$ cat config.mk
export PLATFORM = sky130hd
export DESIGN_NAME = fetch_inst_queue
export DESIGN_NICKNAME = d
export VERILOG_FILES = /design/src/rtl/fetch_inst_queue.sv
export SDC_FILE = /design/constraint.sdc
export NUM_CORES = 1
export LEC_CHECK = 0
export CAP_MARGIN = 20
export CORE_AREA = 2 2 186 188
export CTS_CLUSTER_SIZE = 14
export DETAILED_ROUTE_END_ITERATION = 6
export DIE_AREA = 0 0 188 190
export PLACE_DENSITY_LB_ADDON = 0.2
export SYNTH_ARGS = -nofsm -noshare
export SYNTH_HDL_FRONTEND = slang
export SYNTH_SLANG_ARGS = --single-unit
$ cat constraint.sdc
create_clock -name clk -period 7 [get_ports clk]
set_input_delay 0.7 -clock clk [delete_from_list [all_inputs] [get_ports clk]]
set_output_delay 0.7 -clock clk [all_outputs]
set_load 0.005 [all_outputs]
$ cat src/rtl/fetch_inst_queue.sv
// rtl/fetch_inst_queue.sv - fetch-to-issue instruction queue, 4-wide push, 2-wide pop
// Circular buffer feeding the issue skid buffer; outputs depend on registered state only.
module fetch_inst_queue #(
  parameter int  DATA_WIDTH = 32,
  parameter int  DEPTH      = 8,
  parameter type dtype      = logic [DATA_WIDTH-1:0]
) (
  input  logic                    clk,
  input  logic                    rst_n,
  input  logic                    flush_i,
  input  logic [3:0]              push_valid_i,
  input  logic [4*DATA_WIDTH-1:0] push_data_i,
  output logic                    push_ready_o,
  output logic [1:0]              deq_valid_o,
  output logic [2*DATA_WIDTH-1:0] deq_data_o,
  input  logic [1:0]              deq_num_i
);

  localparam int PW = $clog2(DEPTH);
  localparam int CW = PW + 1;

  dtype          mem_q [DEPTH];
  logic [PW-1:0] head_q, head_d;
  logic [PW-1:0] tail_q, tail_d;
  logic [CW-1:0] count_q, count_d;
  logic [2:0]    push_n;
  logic [1:0]    deq_avail;

  assign push_ready_o = (count_q <= CW'(DEPTH - 4));
  assign deq_valid_o  = {(count_q >= CW'(2)), (count_q >= CW'(1))};
  assign deq_data_o   = {mem_q[head_q + PW'(1)], mem_q[head_q]};
  assign deq_avail    = {1'b0, deq_valid_o[0]} + {1'b0, deq_valid_o[1]};

  always_comb begin
    push_n  = 3'd0;
    head_d  = head_q;
    tail_d  = tail_q;
    count_d = count_q;
    if (push_ready_o) begin
      push_n = 3'(push_valid_i[0]) + 3'(push_valid_i[1])
             + 3'(push_valid_i[2]) + 3'(push_valid_i[3]);
    end
    // Ready is judged on the pre-pop count, so a full push always fits.
    head_d  = head_q + PW'(deq_num_i);
    tail_d  = tail_q + PW'(push_n);
    count_d = count_q + CW'(push_n) - CW'(deq_num_i);
    if (flush_i) begin
      head_d  = '0;
      tail_d  = '0;
      count_d = '0;
    end
  end

  always_ff @(posedge clk or negedge rst_n) begin
    if (!rst_n) begin
      head_q  <= '0;
      tail_q  <= '0;
      count_q <= '0;
    end else begin
      head_q  <= head_d;
      tail_q  <= tail_d;
      count_q <= count_d;
    end
  end

  always_ff @(posedge clk) begin
    if (!flush_i) begin
      for (int k = 0; k < 4; k++) begin
        if (3'(k) < push_n) begin
          mem_q[tail_q + PW'(k)] <= push_data_i[k*DATA_WIDTH +: DATA_WIDTH];
        end
      end
    end
  end

  a_pop_le_avail: assert property (@(posedge clk) disable iff (!rst_n)
    deq_num_i <= deq_avail);

  a_push_thermo: assert property (@(posedge clk) disable iff (!rst_n)
    push_valid_i inside {4'b0000, 4'b0001, 4'b0011, 4'b0111, 4'b1111});

endmodule

== Yosys cells after proc, flatten, opt, wreduce, memory -nomap -nowiden ==
Memory sizes are Yosys's and may differ from the RTL's.
Cells that the tools add are included.

* Flip-flop bits (word level): 10
* Logic and storage cells: 38
* Bits of input ports: 137
* Output and inout port bits: 67
* Memories: 1
* Memory bits (writable): 256

* Add/subtract/negate cells: 11
* Multiplexer cells: 16
* $lt $le $gt $ge: 7

{| class="wikitable"
|+ Memory list
! memory !! depth !! width !! read ports !! clocked after memory_dff !! write ports !! line !! text
|-
| mem_q || 8 || 32 || 2 || 0 || 4 || 22 || <nowiki>dtype mem_q [DEPTH];</nowiki>
|}

{| class="wikitable"
|+ Operators by type and width
! cell !! count
|-
| $mux 1 || 12
|-
| $mux 3 || 3
|-
| $add 3x1->3 const B || 2
|-
| $add 3x2->3 const B || 2
|-
| $lt 1x3->1 const A || 2
|-
| $lt 2x3->1 const A || 2
|-
| $add 4x3->4 || 1
|-
| $ge 4x1->1 const B || 1
|-
| $ge 4x2->1 const B || 1
|-
| $le 4x3->1 const B || 1
|-
| $mux 4 || 1
|-
| $sub 4x2->4 || 1
|-
| $add 2x1->3 || 1
|-
| $add 3x1->3 || 1
|-
| $add 3x2->3 || 1
|-
| $add 3x3->3 || 1
|-
| $add 1x1->2 || 1
|}

== Depth between registers and ports, before layout ==
* Word-level depth: 8
* Mapped depth: 13
* Mapped depth without buffers: 12

== Worst setup path before layout ==
No wires, ideal clock.

* Kind: input to register
* Start: input push_valid_i[0]
* End: memory mem_q[1][0] in the netlist's numbering, enable pin
* Buffers on the path: 0
* Stages: 7
* Path slack: 524 ps
* Required time: 6467 ps
* Arrival: 5942 ps
* Path through: fa_1 -> ha_1 -> ha_1 -> nor2_1 -> nor3_2 -> o21ai_0 -> o311ai_0

{| class="wikitable"
|+ RTL lines
! what !! line !! text
|-
| start: declaration || 11 || <nowiki>input logic [3:0] push_valid_i,</nowiki>
|-
| end: declaration || 22 ||
|}

== Final worst setup path ==
* Start: register head_q[0]
* End: output deq_data_o[13]

* Word-level cells in the longest chain between the ends: 1

{| class="wikitable"
|+ Ends and longest elaborated chain
! what !! line !! text
|-
| start: declaration || 23 || <nowiki>logic [PW-1:0] head_q, head_d;</nowiki>
|-
| start signal: assignment || 56 || <nowiki>head_q <= '0;</nowiki>
|-
| start signal: assignment || 60 || <nowiki>head_q <= head_d;</nowiki>
|-
| $mem_v2 8x32 || -- ||
|-
| end: declaration || 15 || <nowiki>output logic [2*DATA_WIDTH-1:0] deq_data_o,</nowiki>
|}

No other way between the ends.

==> flow_metrics.py <==
metrics = {
    "setup_path": {
        "critPathCaptureType": "output port",
        "r2r_setup_slack_ps": 2720,
        "start_kind": "flop",
        "path_class": "reg2out",
        "crit_chain": "buf_4, buf_4, mux4_2, mux2_2, clkdlybuf4s50_1",
        "rr_worst_depth": 6,
        "r2r_start": "tail_q[1]$_DFF_PN0_",
        "critPathArrivalTime_ps": 4270,
        "crit_fanout": 47,
        "crit_buf_inv": 3,
        "crit_family": "buffers and inverters",
        "cp_data_required_time_ps": 6300,
        "critPathMaxStageDelay_ps": 920,
        "cp_slowest_cell": "dfrtp_4",
        "path_common_cell": "buf_4",
        "r2r_end": "mem_q[6][13]$_DFFE_PP_",
    },
    "timing": {
        "relSlewSlack": 0.203,
        "skew_ps": 14.2,
        "rsz0062_at_grt": "false",
        "worst_hold_slack_ps": 472,
        "drv_slew": 0,
        "finalWorstSetupSlack_ps": 2030,
        "period_share": 0.710,
        "timing.setup.tns_ps": 0,
        "hold_viol_final": 0,
        "fmaxAchievable_mhz": 201,
        "setup_viol_count_final": 0,
        "min_period_ps": 4970,
        "tightest_slew_ps": 1190,
    },
    "clocking": {
        "cts_hold_buf": 0,
        "post_cts_resized": 0,
        "clk_pin_slew_ps": 60,
        "h-tree-depth": 1,
        "clock_latency_ps": 580,
        "clockRootBuffer": "clkbuf_16",
        "cts_buffer_depth": 3,
        "clock-sinks": 266,
        "tritoncts": "done",
        "numCtsBuffers": 30,
        "post_cts_buffers": 0,
    },
    "synth": {
        "ys_warn_count": 0,
        "syn_nets": 1979,
        "synth_seq_cells": 266,
        "synth_area_mm2": 0.0197,
        "synth_area_leaders": "edfxtp_1 (39%), mux4_2 (15%), mux2i_1 (6.4%)",
        "postSynthAreaPerCell_um2": 10.8,
        "synthFlopType": "edfxtp_1",
        "netlist_top_cells_count": "edfxtp_1 (256), clkbuf_1 (154), nand2_1 (134)",
        "yosysMostFrequentCell": "edfxtp_1",
        "seq_area_frac_synth": 0.403,
        "post_synth_inst_count": 1825,
        "ys_types": 46,
        "synth_top_area_share": 0.390,
        "synthArstFlopShare": 0.0376,
        "synth_edf_count": 256,
        "synth_top_cell_by_area": "edfxtp_1",
    },
    "pwr": {
        "switchingPower_w": 0.00261,
        "ir_drop_uv": 211,
        "power-per-cell-area_mw_per_mm2": 317,
        "p_comb_frac": 0.437,
        "p_leak_nw": 8.00,
        "pwr-share-seq": 0.343,
        "clockPowerShare": 0.220,
        "p_int_w": 0.00461,
        "swShare": 0.361,
    },
    "placement": {
        "place_congestion": 0.975,
        "pre_cts_ws_ps": 2060,
        "dp_hpwl_mm": 42.8,
        "port_buffers": 203,
    },
    "layout": {
        "layout-drive-gt1-share": 0.171,
        "area_growth_syn_to_layout_pct": 15.6,
        "seq_area_mm2": 0.00794,
        "fillCellCount": 2402,
        "final_nets": 1999,
        "multi_input_area_mm2": 0.0108,
        "num_antenna_cells": 0,
    },
    "drt": {
        "dr.pass1.iters": 7,
        "drt.antenna.violating_nets": 0,
        "avgRoutedWirePerCell_um": 31.6,
        "wl_mm": 73.4,
        "drt-initial-drc-count": 3239,
        "vias": 18200,
        "viasPerCell": 7.83,
        "drc": 0,
    },
    "status": {
        "status": "complete, no violations",
    },
    "global_route": {
        "grt_pass1_vias": 17900,
        "grt_pass1_wl_mm": 109,
        "grt_use_total": 0.406,
        "grt_max_degree": 66,
        "gr-total-overflow": 0,
        "antenna_found_initial": 0,
    },
    "hold_path": {
        "min_path_type": "in2async",
    },
    "floorplan": {
        "chipHeight_um": 190,
        "die_area_mm2": 0.0357,
        "initial_utilization": 0.581,
        "num_rows": 68,
        "io-pin-count": 204,
        "die_x_um": 188,
        "core_area_mm2": 0.0339,
    },
    "flow_run": {
        "drv_cap": 0,
    },
}
## layout by cell type (no fill, tap or decap), types with 4 or more instances in the layout
| master | n |
|---|---|
| o2111ai_4 | 4 |
| buf_4 | 47 |
| a221oi_1 | 128 |
| inv_1 | 15 |
| mux2_2 | 64 |
| nand3_1 | 11 |
| nand3_2 | 5 |
| clkdlybuf4s50_1 | 203 |
| a21oi_1 | 124 |
| nor2b_1 | 39 |
| o31ai_1 | 64 |
| ha_1 | 10 |
| nor2_1 | 82 |
| mux4_2 | 128 |
| clkbuf_16 | 31 |
| mux2i_1 | 126 |
| nand2_1 | 132 |
| clkinv_1 | 8 |
| o22ai_1 | 132 |
| clkbuf_1 | 6 |
| fa_1 | 5 |
| xnor2_1 | 8 |
| o21ai_0 | 95 |
| and2_1 | 35 |
| a31oi_1 | 4 |
| clkinv_2 | 6 |
| o21ai_1 | 34 |
| edfxtp_1 | 256 |
| dfrtp_1 | 7 |
## metal layers
metal	routed length [um]	vias to the layer above	GRT usage
li1	-	7265	-
met1	24500	8637	0.523
met2	33000	1890	0.625
met3	11400	387	0.108
met4	4460	0	0.228
met5	0	-	0
## flip-flops by register name, indices dropped and copies added, names as in the netlist
register  count
mem_q       256
count_q       4
head_q        3
tail_q        3
## cell type report
class,instances,area share
Clock inverter,18,0.00692
Multi-Input combinational cell,1277,0.474
Sequential cell,266,0.349
Tap cell,455,0.0250
Timing Repair Buffer,255,0.108
Clock buffer,37,0.0350
Inverter,15,0.00247
## power groups by stage
stage          clock network, W  registers (W)  logic [W]
2_1_floorplan                 0        0.00239    0.00193
3_3_place_gp                  0        0.00247    0.00300
3_5_place_dp                  0        0.00249    0.00306
4_1_cts                 0.00157        0.00246    0.00308
5_1_grt                 0.00164        0.00250    0.00330
6_report                0.00159        0.00247    0.00316
## how the worst max path moves through the flow
stage | start | to | slack, ps | cells past startpoint
3_3_place_gp | push_valid_i[0] | mem_q[3][31]$_DFFE_PP_ | 2100 | 9
5_1_grt | head_q[0]$_DFF_PN0_ | deq_data_o[13] | 1810 | 5
2_1_floorplan | push_valid_i[0] | mem_q[1][0]$_DFFE_PP_ | 520 | 7
4_1_cts | head_q[0]$_DFF_PN0_ | deq_data_o[13] | 1960 | 5
3_5_place_dp | push_valid_i[0] | mem_q[3][1]$_DFFE_PP_ | 2060 | 10
6_report | head_q[0]$_DFF_PN0_ | deq_data_o[13] | 2030 | 5
## through the flow
step           utilization  cells  power (W)  area, um^2
2_1_floorplan            -   1825    0.00431       19700
3_3_place_gp         0.642   2265    0.00546       21800
3_5_place_dp         0.642   2265    0.00555       21800
4_1_cts              0.670   2320    0.00711       22700
5_1_grt              0.671   2323    0.00744       22800
6_report             0.671   2323    0.00722       22800
## cell families (layout without fill, tap and decap cells)
logic type / after synthesis / count (layout) / synth area share
muxes: 318 / 318 / 0.247
buffers and inverters: 282 / 325 / 0.0585
adders and majority gates: 17 / 17 / 0.0127
AOI/OAI and AO/OA: 593 / 593 / 0.194
DFF: 266 / 266 / 0.403
and+or+nand+nor: 338 / 338 / 0.0809
xor gates and xnor gates: 11 / 11 / 0.00489
## worst register-to-register path, stage by stage (launching register included)
cell       delay (ps)
dfrtp_1           600
inv_1             220
ha_2              910
and2_0            380
nand3_1           650
o2111ai_4         730
buf_4             440
No activity file was read; power rests on OpenSTA's default activity.
